===== config.mk =====
export PLATFORM = sky130hd
export DESIGN_NAME = serial_add_ctrl_flat
export DESIGN_NICKNAME = d
export VERILOG_FILES = /design/src/rtl/serial_add_ctrl_if.sv /design/src/rtl/serial_add_ctrl.sv /design/src/flat_wrapper.sv
export SDC_FILE = /design/constraint.sdc
export NUM_CORES = 1
export LEC_CHECK = 0
export ABC_AREA = 1
export CORE_MARGIN = 1
export CORE_UTILIZATION = 54
export CTS_CLUSTER_DIAMETER = 60
export DETAILED_ROUTE_END_ITERATION = 8
export PLACE_DENSITY = 0.83
export SLEW_MARGIN = 20
export SYNTH_ARGS = -nofsm -noshare
export SYNTH_HDL_FRONTEND = slang
export SYNTH_SLANG_ARGS = --single-unit

===== constraint.sdc =====
create_clock -name clk -period 3 [get_ports clk]
set_clock_uncertainty 0.15 [all_clocks]
set_input_delay 0.6 -clock clk [delete_from_list [all_inputs] [get_ports clk]]
set_output_delay 0.6 -clock clk [all_outputs]
set_load 0.005 [all_outputs]

===== src/rtl/serial_add_ctrl_if.sv =====
// serial_add_ctrl_if: request/result bundle between a requesting controller
// (master) and the bit-serial adder sequencer (slave).
// The sub field and its modport entries exist only when SERIAL_ADD_SUB_EN
// is defined.
interface serial_add_ctrl_if #(
    parameter int WIDTH = 8
);
    logic             start;
    logic [WIDTH-1:0] a;
    logic [WIDTH-1:0] b;
    logic             c_in;
`ifdef SERIAL_ADD_SUB_EN
    logic             sub;
`endif
    logic             busy;
    logic             done;
    logic [WIDTH-1:0] sum;
    logic             c_out;

`ifdef SERIAL_ADD_SUB_EN
    modport master (
        output start, a, b, c_in, sub,
        input  busy, done, sum, c_out
    );

    modport slave (
        input  start, a, b, c_in, sub,
        output busy, done, sum, c_out
    );
`else
    modport master (
        output start, a, b, c_in,
        input  busy, done, sum, c_out
    );

    modport slave (
        input  start, a, b, c_in,
        output busy, done, sum, c_out
    );
`endif
endinterface


===== src/rtl/serial_add_ctrl.sv =====
// serial_add_ctrl: bit-serial adder sequencer. One full-adder slice is
// stepped through the operands LSB-first, one bit per clock, under a
// start/busy/done handshake. Latency WIDTH+1 clocks, one operation per
// WIDTH+2 clocks.
// Optional feature macro: SERIAL_ADD_SUB_EN (adds the sub select; when set
// on the accepting edge the block computes a - b as a + ~b + 1).
module serial_add_ctrl #(
    parameter int WIDTH = 8
) (
    input  logic              clk,
    input  logic              rst_n,
    serial_add_ctrl_if.slave  bus
);

    localparam int CNT_W = (WIDTH > 1) ? $clog2(WIDTH) : 1;
    localparam logic [CNT_W-1:0] CNT_LAST = CNT_W'(WIDTH - 1);

    localparam logic [1:0] IDLE = 2'd0;
    localparam logic [1:0] RUN  = 2'd1;
    localparam logic [1:0] DONE = 2'd2;

    // One-bit full-adder cell, sum output.
    function automatic logic fa_sum(input logic x, input logic y, input logic ci);
        return x ^ y ^ ci;
    endfunction

    // One-bit full-adder cell, carry output (majority).
    function automatic logic fa_carry(input logic x, input logic y, input logic ci);
        return (x & y) | (x & ci) | (y & ci);
    endfunction

    logic [1:0]       state;
    logic [WIDTH-1:0] sa;
    logic [WIDTH-1:0] sb;
    logic             cy;
    logic [CNT_W-1:0] cnt;
    logic [WIDTH-1:0] sum_q;
    logic             c_out_q;

    logic             accept;
    logic             last_bit;
    logic             bit_s;
    logic             bit_c;
    logic [WIDTH-1:0] load_b;
    logic             load_cy;

    assign accept   = (state == IDLE) && bus.start;
    assign last_bit = (cnt == CNT_LAST);
    assign bit_s    = fa_sum(sa[0], sb[0], cy);
    assign bit_c    = fa_carry(sa[0], sb[0], cy);

    // Select the B operand and initial carry loaded on the accepting edge.
    always_comb begin
        load_b  = bus.b;
        load_cy = bus.c_in;
`ifdef SERIAL_ADD_SUB_EN
        if (bus.sub) begin
            load_b  = ~bus.b;
            load_cy = 1'b1;
        end
`endif
    end

    // Sequencer: IDLE -> RUN for WIDTH bits -> DONE for one cycle -> IDLE.
    always_ff @(posedge clk or negedge rst_n) begin
        if (!rst_n) begin
            state <= IDLE;
        end else begin
            case (state)
                IDLE:    if (bus.start) state <= RUN;
                RUN:     if (last_bit)  state <= DONE;
                DONE:    state <= IDLE;
                default: state <= IDLE;
            endcase
        end
    end

    // Operand load on accept, then one full-adder step per clock in RUN.
    always_ff @(posedge clk or negedge rst_n) begin
        if (!rst_n) begin
            sa      <= '0;
            sb      <= '0;
            cy      <= 1'b0;
            cnt     <= '0;
            sum_q   <= '0;
            c_out_q <= 1'b0;
        end else if (accept) begin
            sa    <= bus.a;
            sb    <= load_b;
            cy    <= load_cy;
            cnt   <= '0;
            sum_q <= '0;
        end else if (state == RUN) begin
            sa    <= sa >> 1;
            sb    <= sb >> 1;
            cy    <= bit_c;
            cnt   <= cnt + CNT_W'(1);
            sum_q <= {bit_s, sum_q[WIDTH-1:1]};
            // The carry out of the top bit is the final carry.
            if (last_bit) c_out_q <= bit_c;
        end
    end

    assign bus.busy  = (state != IDLE);
    assign bus.done  = (state == DONE);
    assign bus.sum   = sum_q;
    assign bus.c_out = c_out_q;

endmodule


===== src/flat_wrapper.sv =====
// flat-port wrapper written by rule: the top's interface ports become plain ports
module serial_add_ctrl_flat 
#(
    parameter int WIDTH = 8
)
  (clk, rst_n, bus_start, bus_a, bus_b, bus_c_in, bus_busy, bus_done, bus_sum, bus_c_out);
  serial_add_ctrl_if #(.WIDTH(WIDTH)) bus_i ();
  input  logic clk;
  input  logic rst_n;
  input wire logic [$bits(bus_i.start)-1:0] bus_start;
  input wire logic [$bits(bus_i.a)-1:0] bus_a;
  input wire logic [$bits(bus_i.b)-1:0] bus_b;
  input wire logic [$bits(bus_i.c_in)-1:0] bus_c_in;
  output wire logic [$bits(bus_i.busy)-1:0] bus_busy;
  output wire logic [$bits(bus_i.done)-1:0] bus_done;
  output wire logic [$bits(bus_i.sum)-1:0] bus_sum;
  output wire logic [$bits(bus_i.c_out)-1:0] bus_c_out;
  assign bus_i.start = bus_start;
  assign bus_i.a = bus_a;
  assign bus_i.b = bus_b;
  assign bus_i.c_in = bus_c_in;
  assign bus_busy = bus_i.busy;
  assign bus_done = bus_i.done;
  assign bus_sum = bus_i.sum;
  assign bus_c_out = bus_i.c_out;
  serial_add_ctrl #(.WIDTH(WIDTH)) u_core (.clk(clk), .rst_n(rst_n), .bus(bus_i));
endmodule

==> run_results.csv, run 1 <==
group,metric,value,unit
run_status,status,"finished clean",
worst_setup_path,start_kind,"flop",
clocking,tritoncts,"done",
logic_synthesis,yosysWarningCount,0,
clocking,root_buffer,"clkbuf_4",
power_and_ir_drop,ir_drop,0.7357,mV
worst_setup_path,path_cells,"inv_2 -> nor2_1 -> clkdlybuf4s50_1",
worst_setup_path,end_kind,"output pin",
final_layout,nNetsFinal,248,
detailed_routing,first_pass_iters,4,
logic_synthesis,synth_fp_nets,218,
worst_setup_path,worst-path-max-fanout,15,
placed_design,placed_cells,249,
min_path,min_delay_path_depth,2,
sta,tightestPinTransition,673.6,ps
sta,setup_viol,0,
detailed_routing,postRouteAntennaNets,0,
sta,setup_tns,0,ps
sta,relSlewSlack,54.93,%
placed_design,pre_cts_slack,918.2,ps
detailed_routing,wl_per_cell,12.44,um
final_layout,antenna_cells,0,
placed_design,placed_cell_area,1833,um2
clocking,clk_pin_slew_worst_paths,100,ps
floorplanning,core_area,2758,um2
final_layout,stdcell_area,1919,um2
min_path,hp-start,"u_core.bus.sum[0]$_DFFE_PN0P_",
logic_synthesis,yosysUniqueCellTypes,16,
clocking,cts_resized,0,
worst_setup_path,critPathBufInv,2,
sta,max_freq,419.3,MHz
global_route,grt_use_total,22.74,%
floorplanning,die_y,55.75,um
power_and_ir_drop,p_per_area,938.5,nW/um2
floorplanning,core.rowCount,19,
worst_setup_path,critical_path.top_delay_family,"buffers and inverters",
floorplanning,start_util,56.58,%
global_route,antenna_found_initial,0,
sta,grt_setup_unrepaired,"no",
detailed_routing,drt-initial-drc-count,42,
clocking,cts_max_path_buffers,2,
min_path,hold_path.class,"flop to flop",
worst_setup_path,regToRegSetupSlack,1290,ps
clocking,numCtsBuffers,5,
sta,slew_viol_final,0,
global_route,overflow,0,
detailed_routing,wirelength,3.196,mm
final_layout,layout_commonest_cell,"nand2_1",
sta,min_period,2385,ps
power_and_ir_drop,p_leak,1.029,nW
worst_setup_path,r2r_start,"u_core.state[0]$_DFFE_PN0P_",
final_layout,drive_above_1_share,7.522,%
final_layout,nFillCells,223,
logic_synthesis,syn_inst,195,
clocking,clock_latency,330,ps
clocking,ctsHtreeMaxLevel,2,
logic_synthesis,syn_area,1560,um2
worst_setup_path,r2r_cells,4,
floorplanning,ioPinCount,31,
logic_synthesis,ys_seq_elements,31,
worst_setup_path,worstPathRequired,2250,ps
placed_design,port_buffers,30,
logic_synthesis,seq_area_frac_synth,49.72,%
logic_synthesis,avgSynthCellArea,8.001,um2
placed_design,dp_hpwl,2.067,mm
worst_setup_path,setup.worst_path.class,"flop to output pin",
clocking,clock_sinks,31,
sta,final_hold_viol_count,0,
global_route,grt_pass1_wl,5.485,mm
global_route,grt_pass1_vias,1303,
worst_setup_path,crit_start,"u_core.state[1]$_DFFE_PN0P_",
detailed_routing,vias_per_cell,5.039,
detailed_routing,route.vias.total,1295,
sta,period_share,79.50,%
clocking,post_cts_buffers,0,
detailed_routing,drc,0,
placed_design,place.gp.congestion,0.7578,
worst_setup_path,r2r-end,"u_core.bus.sum[2]$_DFFE_PN0P_",
sta,finalWorstSetupSlack,614.9,ps
final_layout,stdcell_count,257,
flow_run,max-cap-violations,0,
worst_setup_path,cpPeakStageDelay,500,ps
final_layout,final_cell_mix,"nand2_1 (89), nand3_1 (32), dfrtp_1 (31)",
final_layout,area.growth.synth_to_final,23.02,%
worst_setup_path,worstPathArrival,1640,ps
global_route,grt_max_degree,32,
worst_setup_path,cpMaxStageDelayCell,"clkdlybuf4s50_1",
floorplanning,die_area,3108,um2
min_path,hold_path_end,"u_core.bus.sum[0]$_DFFE_PN0P_",
floorplanning,die-width,55.75,um
clocking,postCtsHoldBufs,0,
-- report_power, final --
part / leakage [nW] / internal (mW) / switching [mW] / total [mW]
clock: 0.0482 / 0.197 / 0.151 / 0.348
combinational: 0.586 / 0.324 / 0.408 / 0.733
sequential: 0.395 / 0.603 / 0.118 / 0.721
total: 1.03 / 1.12 / 0.677 / 1.80
-- per-stage QoR --
step | utilization [%] | hold WS, ps | power (mW)
after global placement | 66.47 | 306.8 | 1.430
after floorplan | - | 154.4 | 1.238
after CTS | 69.60 | 339.0 | 1.814
final | 69.60 | 333.8 | 1.801
after detailed placement | 66.47 | 313.9 | 1.464
after global routing | 69.60 | 359.3 | 1.943
-- kinds of logic (layout without fill, tap and decap cells) --
family	Yosys count	count (layout)	share of synthesized area, %
AND/OR/NAND/NOR	126	126	34.56
flip-flops	31	31	49.72
buffers and inverters	30	61	10.50
AO/OA/AOI/OAI	5	5	2.326
adder cells (fa/ha/maj)	3	3	2.887
-- tightest hold or removal path, delay by kind of cell (launching register included) --
family	cells	cell delay (ps)
AND/OR/NAND/NOR	2	100
flip-flops	1	360
-- how the worst max path moves through the flow --
| stage | endpoint | cells after the start | slack [ps] |
|---|---|---|---|
| floorplan | bus_busy | 4 | 1360 |
| global placement | u_core.bus.sum[6]$_DFFE_PN0P_ | 4 | 960 |
| detailed placement | u_core.bus.sum[2]$_DFFE_PN0P_ | 4 | 920 |
| CTS | bus_done | 3 | 610 |
| global route | bus_done | 3 | 560 |
| finish | bus_done | 3 | 610 |
-- metal layers --
layer | vias to the layer above | track usage (%) | wire, um
li1 | 661 | - | -
met4 | 0 | 9.643 | 40
met1 | 597 | 28.84 | 1450
met5 | - | 0 | 0
met3 | 6 | 5.116 | 149
met2 | 31 | 37.52 | 1556
-- area by class of cell --
cell class	instances	area, um2	area share, %
clock buffers	6	51.30	2.673
repair buffers	33	322.8	16.82
clock inverters	2	35.03	1.825
flip-flops and latches	31	775.7	40.42
inverters	20	75.07	3.911
well taps	31	38.79	2.021
multi-input cells	134	620.6	32.33
-- state kept, by name (all words and copies together), names as in the netlist --
name,flops
u_core.bus.c_out,1
u_core.bus.sum,8
u_core.state,2
u_core.sa,8
u_core.cy,1
u_core.cnt,3
u_core.sb,8
-- synth_stat cells --
cell type / count / area, um2
buf_2: 5 / 25.02
buf_6: 3 / 33.78
buf_8: 2 / 30.03
dfrtp_1: 31 / 775.7
fa_1: 1 / 20.02
ha_1: 2 / 25.02
inv_1: 18 / 67.56
inv_2: 2 / 7.510
nand2_1: 89 / 334.1
nand2_2: 1 / 6.260
nand2_4: 1 / 11.26
nand3_1: 32 / 160.2
nor2_1: 2 / 7.510
nor2_8: 1 / 20.02
o21ai_0: 4 / 20.02
o21ai_4: 1 / 16.27
Note: power is estimated with default switching activity, not from simulation.
==> inputs of run 2 (changes only) <==
- CORE_UTILIZATION: 54 -> 46
- PLACE_DENSITY: 0.83 -> 0.75
- clock period: 3 -> 2.05 ns (I/O delays scaled with it)
==> run_results.csv, run 2 (synthesis gave the netlist of run 1 again) <==
group,metric,value,unit
sta,relSlewSlack,74.63,%
worst_setup_path,worstPathRequired,1490,ps
clocking,cts_max_path_buffers,2,
sta,slew_viol_final,0,
sta,tightestPinTransition,380.6,ps
sta,setup_tns,0,ps
worst_setup_path,worstPathArrival,1380,ps
final_layout,drive_above_1_share,9.565,%
worst_setup_path,end_kind,"output pin",
floorplanning,die_y,60.24,um
global_route,overflow,0,
sta,setup_viol,0,
clocking,postCtsHoldBufs,0,
floorplanning,die_area,3629,um2
worst_setup_path,worst-path-max-fanout,3,
clocking,root_buffer,"clkbuf_4",
detailed_routing,wl_per_cell,11.12,um
worst_setup_path,critical_path.top_delay_family,"buffers and inverters",
detailed_routing,drc,0,
floorplanning,core_area,3128,um2
sta,max_freq,514.5,MHz
final_layout,nFillCells,289,
sta,grt_setup_unrepaired,"no",
power_and_ir_drop,p_per_area,1302,nW/um2
flow_run,max-cap-violations,0,
sta,hold_slack,301.3,ps
worst_setup_path,path_cells,"nor2_1 -> clkdlybuf4s50_1",
final_layout,area.growth.synth_to_final,25.82,%
detailed_routing,postRouteAntennaNets,0,
power_and_ir_drop,p_seq_share,41.7,%
min_path,hold_path.class,"primary input to async pin",
detailed_routing,drt-initial-drc-count,32,
clocking,clock_latency,330,ps
worst_setup_path,cpPeakStageDelay,500,ps
clocking,clk_pin_slew_worst_paths,100,ps
power_and_ir_drop,power.switching,0.9586,mW
sta,period_share,94.81,%
floorplanning,core.rowCount,20,
worst_setup_path,start_kind,"flop",
worst_setup_path,setup.worst_path.class,"flop to output pin",
power_and_ir_drop,clock_power_share,15.8,%
detailed_routing,route.vias.total,1301,
placed_design,dp_hpwl,2.151,mm
power_and_ir_drop,p_comb_share,42.4,%
final_layout,layout_commonest_cell,"nand2_1",
sta,min_period,1944,ps
detailed_routing,wirelength,3.047,mm
power_and_ir_drop,p_leak,1.039,nW
clocking,clock_sinks,31,
floorplanning,ioPinCount,31,
worst_setup_path,cpMaxStageDelayCell,"clkdlybuf4s50_1",
global_route,antenna_found_initial,0,
detailed_routing,first_pass_iters,4,
sta,final_hold_viol_count,0,
placed_design,place.gp.congestion,0.7596,
global_route,grt_use_total,20.49,%
power_and_ir_drop,ir_drop,0.7821,mV
floorplanning,start_util,49.88,%
power_and_ir_drop,power_switching_share,37.50,%
clocking,ctsHtreeMaxLevel,2,
global_route,grt_pass1_wl,5.395,mm
power_and_ir_drop,intPower,1.598,mW
clocking,tritoncts,"done",
floorplanning,die-width,60.24,um
global_route,grt_pass1_vias,1226,
run_status,status,"finished clean",
placed_design,port_buffers,30,
clocking,numCtsBuffers,5,
detailed_routing,vias_per_cell,4.748,
final_layout,nNetsFinal,252,
worst_setup_path,critPathBufInv,1,
final_layout,antenna_cells,0,
global_route,grt_max_degree,32,
final_layout,final_cell_mix,"nand2_1 (89), nand3_1 (32), clkdlybuf4s50_1 (30)",
run 2: changes by cell type in the layout (fill, tap and decap cells not counted):
cell / previous run / this run
buf_4: 3 / 6
dfrtp_1: 31 / 29
dfrtp_2: 0 / 2
buf_12: 0 / 1
bufinv_16: 1 / 0
clkbuf_1: 0 / 1
clkbuf_8: 1 / 2
clkinv_2: 1 / 0
run 2: power by group through the flow:
stage	clock network, mW	registers (mW)	logic [mW]
after global routing	0.446	1.10	1.26
after detailed placement	0	1.07	1.11
after CTS	0.409	1.07	1.11
after floorplan	0	1.03	0.784
after global placement	0	1.07	1.08
final	0.404	1.07	1.09
run 2: stage by stage:
stage	power [mW]	setup WS, ps	std cells	utilization, %	cell area (um2)
floorplan	1.812	595.5	195	-	1560
global placement	2.152	321.1	266	60.48	1892
detailed placement	2.182	295.4	266	60.48	1892
CTS	2.588	59.96	274	62.68	1961
global route	2.806	20.78	274	62.76	1963
finish	2.556	106.4	274	62.76	1963
run 2: cell type report:
type	count	area [um2]	area share [%]
Clock buffer	8	68.82	3.505
Sequential cell	31	778.2	39.64
Tap cell	44	55.05	2.804
Timing Repair Buffer	37	365.4	18.61
Multi-Input combinational cell	134	620.6	31.61
Inverter	20	75.07	3.824
run 2: layer usage:
layer / up-vias / track usage [%] / part of all wire (%)
li1: 668 / - / -
met1: 599 / 26.75 / 48
met2: 30 / 32.34 / 46
met3: 4 / 6.710 / 5.2
met4: 0 / 5.980 / 0.79
met5: - / 0 / 0
run 2: timing repair:
action,4_1_cts,5_1_grt
setup endpoints to repair,0,1
resized for setup,0,2
setup buffers,0,0
run 2: final timing paths:
kind | start | depth (start not counted) | endpoint | slack (ps)
worst max-delay path | u_core.state[0]$_DFFE_PN0P_ | 2 | bus_done | 110
worst min-delay path | rst_n | 2 | u_core.sa[6]$_DFFE_PN0P_ | 300
worst max register to register | u_core.state[0]$_DFFE_PN0P_ | 5 | u_core.cnt[0]$_DFFE_PN0P_ | 580
worst min register to register | u_core.sb[3]$_DFFE_PN0P_ | 2 | u_core.sb[3]$_DFFE_PN0P_ | 340
max in group asynchronous | rst_n | 2 | u_core.state[0]$_DFFE_PN0P_ | 1140
min in group clk | u_core.sb[3]$_DFFE_PN0P_ | 2 | u_core.sb[3]$_DFFE_PN0P_ | 340
run 2: worst reg2reg max path, stage by stage, from the launching register on:
cell and delay [ps]:
dfrtp_2 460, buf_4 210, o21ai_4 250, buf_12 190
nand2_1 60, o21ai_0 60
